$ cat src/rtl/shift_add_mult_4bit.sv
// shift_add_mult_4bit: sequential 4x4 unsigned shift-add multiplier built around one 4-bit adder

// adder_4bit: 4-bit adder with carry in and carry out
module adder_4bit (
    input  logic [3:0] in1,
    input  logic [3:0] in2,
    input  logic       carry_in,
    output logic [3:0] sum,
    output logic       carry_out
);
    assign {carry_out, sum} = 5'(in1) + 5'(in2) + 5'(carry_in);
endmodule

module shift_add_mult_4bit (
    input  logic       clk_i,
    input  logic       rst_ni,
    input  logic       start_i,
    input  logic [3:0] a_i,
    input  logic [3:0] b_i,
    output logic       busy_o,
    output logic       done_o,
    output logic [7:0] product_o
);
    typedef enum logic [1:0] {IDLE, RUN, DONE} state_e;
    state_e     state_q, state_d;
    logic [3:0] m_q, m_d, q_q, q_d, a_q, a_d;
    logic       c_q, c_d;
    logic [1:0] cnt_q, cnt_d;
    logic [7:0] product_q, product_d;
    logic [3:0] sum;
    logic       cout, c_n;
    logic [3:0] a_n;
    // C is always 0 when the adder is used (cleared on load, 0 shifted in), so it serves as the zero carry-in
    adder_4bit u_add (
        .in1      (a_q),
        .in2      (m_q),
        .carry_in (c_q),
        .sum      (sum),
        .carry_out(cout)
    );
    assign c_n = q_q[0] ? cout : 1'b0;
    assign a_n = q_q[0] ? sum : a_q;
    // next-state: load on accepted start, add/shift four times, publish product on entering DONE
    always_comb begin
        state_d   = state_q;
        m_d       = m_q;
        q_d       = q_q;
        a_d       = a_q;
        c_d       = c_q;
        cnt_d     = cnt_q;
        product_d = product_q;
        case (state_q)
            IDLE: if (start_i) begin
                state_d = RUN;
                m_d     = a_i;
                q_d     = b_i;
                a_d     = 4'h0;
                c_d     = 1'b0;
                cnt_d   = 2'd0;
            end
            RUN: begin
                c_d   = 1'b0;
                a_d   = {c_n, a_n[3:1]};
                q_d   = {a_n[0], q_q[3:1]};
                cnt_d = cnt_q + 2'd1;
                if (cnt_q == 2'd3) begin
                    state_d   = DONE;
                    product_d = {a_d, q_d};
                end
            end
            default: state_d = IDLE;
        endcase
    end
    // state and datapath registers, asynchronously cleared
    always_ff @(posedge clk_i or negedge rst_ni) begin
        if (!rst_ni) begin
            state_q   <= IDLE;
            m_q       <= 4'h0;
            q_q       <= 4'h0;
            a_q       <= 4'h0;
            c_q       <= 1'b0;
            cnt_q     <= 2'd0;
            product_q <= 8'h00;
        end else begin
            state_q   <= state_d;
            m_q       <= m_d;
            q_q       <= q_d;
            a_q       <= a_d;
            c_q       <= c_d;
            cnt_q     <= cnt_d;
            product_q <= product_d;
        end
    end
    assign busy_o    = state_q != IDLE;
    assign done_o    = state_q == DONE;
    assign product_o = product_q;
endmodule

$ cat config.mk
export PLATFORM = sky130hd
export DESIGN_NAME = shift_add_mult_4bit
export DESIGN_NICKNAME = d
export VERILOG_FILES = /design/src/rtl/shift_add_mult_4bit.sv
export SDC_FILE = /design/constraint.sdc
export NUM_CORES = 1
export LEC_CHECK = 0
export ABC_AREA = 1
export BUFFER_PORTS_ARGS = -buffer_cell sky130_fd_sc_hd__buf_4
export CAP_MARGIN = 20
export CORE_ASPECT_RATIO = 1.1
export CORE_MARGIN = 2
export CORE_UTILIZATION = 30
export CTS_BUF_LIST = sky130_fd_sc_hd__clkbuf_4
export CTS_CLUSTER_SIZE = 8
export DETAILED_ROUTE_END_ITERATION = 10
export GPL_ROUTABILITY_DRIVEN = 0
export MAX_ROUTING_LAYER = met4
export PLACE_DENSITY = 0.55
export REMOVE_ABC_BUFFERS = 1
export SLEW_MARGIN = 20
export SYNTH_ARGS = -nofsm -noshare
export SYNTH_HDL_FRONTEND = slang
export SYNTH_HIERARCHICAL = 1
export SYNTH_SLANG_ARGS = --single-unit
$ cat constraint.sdc
create_clock -name clk_i -period 1.9 [get_ports clk_i]
set_input_delay 0 -clock clk_i [delete_from_list [all_inputs] [get_ports clk_i]]
set_output_delay 0 -clock clk_i [all_outputs]
set_load 0.01 [all_outputs]
# Word-level counts from Yosys, hierarchy flattened
# Index checks and enable logic that the tools add are counted.
# W data, S select, Z words.
# totals
register_bits	25
latch_bits	0
ramBits	0
mem_bits_ro	0
in_bits	11
output_inout_bits	10
elab_cells	35
mem_count	0
# classes
addsub	3
multipliers	0
n_div	0
order_cmp	0
n_eq_ne	5
n_shift	0
muxes	13
bitwise_logic	0
n_reduce_logical	7
# ops
cell	count
$pmux W4 S2	2
$mux W4	3
$pmux W2 S2	2
$reduce_and A2 Y1	4
$mux W2	3
$add A4 B4 Y5	1
$add A5 B1 Y5	1
$eq A2 B2 Y1 const B	2
$ne A2 B2 Y1 const B	2
$reduce_bool A2 Y1	2
$add A2 B1 Y2 const B	1
$eq A2 B1 Y1 const B	1
$logic_not A2 Y1	1
$mux W1	2
$pmux W1 S2	1

# Longest topological paths before layout
# depth
depth_word	4
mapped_depth	9

# Hierarchy
# Netlist, hierarchy kept.
# modules_own_cells
module	instances	cells_each	area_per_inst_um2	seq_area_each_um2
shift_add_mult_4bit	1	129	1076.0	600.6
adder_4bit	1	25	165.2	0.0

# Worst setup path before layout
# No wires, ideal clock.
# synth_timing
kind	reg-to-reg
start	register a_q[0]
end	register a_q[0]
arrival_time_ns	1.570
t_required_ns	1.835
path_slack_ns	0.265
stages_incl_launch_ff	9
path_buffers	0
synth_period_minus_slack_ns	1.635
cell_sequence	dfrtp_1 fa_1 inv_1 fa_1 inv_1 nand2_1 nand2_1 nand2_1 nand2_1
# synth_via
elab_chain_len	4
# synth_lines
item	line	text
start, declared	26	logic [3:0] m_q, m_d, q_q, q_d, a_q, a_d;
start signal, assigned	80	a_q <= 4'h0;
start signal, assigned	88	a_q <= a_d;
$add A4 B4 Y5	11	assign {carry_out, sum} = 5'(in1) + 5'(in2) + 5'(carry_in);
$add A5 B1 Y5	11	
via sum[1]	30	logic [3:0] sum;
$mux W4	42	assign a_n = q_q[0] ? sum : a_q;
$pmux W4 S2	52	case (state_q)
# The timed path passes the listed nets, and every way through them passes these cells.
# A chain may end at the register's enable or synchronous reset.

# Worst setup path in the final report
# layout_timing
start	register a_q[0]
end	register product_q[4] (netlist: product_o[4])
# layout_via
elab_chain_len	3
# layout_lines
item	line	text
$add A4 B4 Y5	11	
$add A5 B1 Y5	11	
via sum[1]	30	
$mux W4	42	
end signal, assigned	91	product_q <= product_d;
end, declared	29	logic [7:0] product_q, product_d;
# The timed path passes the listed nets, and every way through them passes these cells.

==> impl_results.md <==
* Combinational Power Share at 49.6%
* Fraction of layout cells with a size suffix above 1 at 16.4%
* Cell area after layout at 1590 µm²
* Clk pwr share at 10.1%
* Most frequent cells in the layout: nand2_1 (80), dfrtp_1 (24), buf_4 (20)
* Post-DP HPWL at 1.95 mm
* Dpl ws at 153 ps
* H-tree levels at 1
* I/O pins at 21
* Worst Reg-to-Reg Cells at 8
* Max Cap Violations at 0
* Drt drc at 0
* Core area at 3960 µm²
* Cell Rows at 24
* CTS root buffer: clkbuf_4
* GR Overflow Total at 0
* Sequential share of the synthesized area at 48.4%
* Pwr Density at 1420 nW/µm²
* Die height at 71.5 µm
* CP Data Arrival Time at 2020 ps
* Commonest non-fill, non-tap cell in the layout: nand2_1
* Syn Area/Cell at 8.06 µm²
* Post-cts gate resize count at 0
* GRT Util Overall at 13.1%
* Final ANT Viol Nets at 0
* Filler-free cell count of the finished design at 241
* Power Total at 0.00226 W
* Fmax at 0.566 GHz
* DR pass1 iterations at 4
* Post-Synthesis Cells at 154
* Inst Count DP at 224
* Final setup fails at 0
* Net Sw Frac at 44.1%
* Reg power frac at 40.3%
* Slew Viols, Final at 0
* Clk pin slew, worst setup/hold paths at 140 ps
* CP endpoint kind: flop
* Worst Skew at 11.8 ps
* Final setup margin at 132 ps
* CTS Buf Count at 3
* Largest net degree at the start of global routing at 25
* Fin crit share at 93.1%
* Vias at 1084
* Avg WL per Cell at 10.9 µm
* Critical Path RT at 2150 ps
* Synthesized cell area at 1240 µm²
* Leak at 0.849 nW
* Ys Warns at 6
* TritonCTS Sinks at 24
* DIE WIDTH at 65.3 µm
* P_int at 0.00126 W
* Cts hold-fix bufs at 13
* Final #Nets at 207
* First-pass GRT wire length at 4.68 mm
* #FFs+latches synth at 24
* Setup_tns at 0 ps
* Initial antenna violation count at 0
* Psw at 0.000997 W
* Number of global-route vias before repair at 1083
* CTS max path bufs at 2
* Startpoint types: flop
* Worst skew pair latency at 310 ps
* Vias/cell at 4.50
* CP max FO at 3
* RSZ-0062 raised after global routing: no
* WL final at 2.64 mm
* Post-DP Area at 1440 µm²
* Area grow syn2layout at 28.4%
* # fillers at 435
* CTS tree: built
* Period minus WS final at 1770 ps
* Hold Path Stages at 3
* Unique masters post-synth at 19
* Fin. Hold Viols at 0
* IO Port Bufs at 20
* VDD IR max at 425 µV
* Status: complete, no violations
* Starting DRT DRC Count at 33
* Starting density of the core at 31.3%
* Die ar. at 4670 µm²
* Setup Crit Path Kind: reg -> reg
* # diodes at 0
* Post-CTS Setup Repair Bufs at 0
* Worst hold path class: in -> reg
==> cell families (layout without fill, tap and decap cells) <==
| kind of cell | count (synthesis) | count (layout) | synth area share [%] |
|---|---|---|---|
| AOI/OAI and AO/OA | 8 | 8 | 3.53 |
| and+or+nand+nor | 99 | 99 | 34.2 |
| other | 1 | 1 | 0.302 |
| xor gates and xnor gates | 1 | 1 | 0.706 |
| adders and majority gates | 6 | 6 | 7.26 |
| buffers and inverters | 15 | 50 | 5.65 |
| DFF | 24 | 24 | 48.4 |
==> routing by layer <==
metal  vias to the layer above  global-route usage [%]  part of all wire [%]
met1                       515                    15.7                    46
met4                         0                    4.86                  0.83
met3                         2                    1.88                   3.4
li1                        545                       -                     -
met5                         -                       -                     0
met2                        22                    22.3                    50
==> synthesized netlist by cell type, drive strengths merged <==
master  count  area (µm²)
buf         2        18.8
a21oi       2        10.0
ha          4        50.1
o21ai       6        33.8
conb        1        3.75
dfrtp      24         601
xnor2       1        8.76
nand2      82         323
inv        13        51.3
fa          2        40.0
nand3      12        60.1
nor2        5        41.3
==> final cells by class <==
class | instances | area, µm² | area share (%)
Multi-Input combinational cell | 115 | 571 | 35.8
Clock inverter | 1 | 3.75 | 0.235
Sequential cell | 24 | 601 | 37.7
Tap cell | 52 | 65.1 | 4.08
Timing Repair Buffer | 33 | 280 | 17.6
Clock buffer | 3 | 22.5 | 1.41
Inverter | 13 | 51.3 | 3.22
==> worst max-delay path, stage by stage (launching register included) <==
cell and delay [ps]:
dfrtp_1 440, fa_1 480, inv_1 90, fa_1 400
inv_1 60, nand2_1 40, nand2_1 90, nand2_1 60
nand2_1 60
==> power groups by stage <==
stage          sequential [W]  combinational (W)  clock, W
3_5_place_dp         0.000924            0.00110         0
2_1_floorplan        0.000910           0.000742         0
6_report             0.000911            0.00112  0.000228
4_1_cts              0.000913            0.00114  0.000243
3_3_place_gp         0.000912            0.00106         0
5_1_grt              0.000944            0.00127  0.000266
==> state kept, by name (all words and copies together), names as in the netlist <==
name	count
a_q	4
m_q	4
state_q	2
product_o	8
cnt_q	2
q_q	4
==> stage by stage <==
stage               hold slack (ps)  util, %
finish                         14.4     40.2
global placement              -88.5     36.3
CTS                            3.16     40.2
floorplan                      -296        -
detailed placement            -81.9     36.3
global route                   40.2     40.2
==> path summary, 6_finish.rpt <==
| path | start | to | slack, ps |
|---|---|---|---|
| worst max register to register | a_q[0]$_DFFE_PN0P_ | product_o[4]$_DFFE_PN0P_ | 130 |
| worst min register to register | product_o[3]$_DFFE_PN0P_ | product_o[3]$_DFFE_PN0P_ | 490 |
| worst min-delay path | start_i | q_q[3]$_DFFE_PN0P_ | 10 |
| worst max-delay path | a_q[0]$_DFFE_PN0P_ | product_o[4]$_DFFE_PN0P_ | 130 |
| min in group asynchronous | rst_ni | product_o[1]$_DFFE_PN0P_ | 110 |
| max in group asynchronous | rst_ni | m_q[0]$_DFFE_PN0P_ | 1550 |
Power figures use the tool's default switching activity.
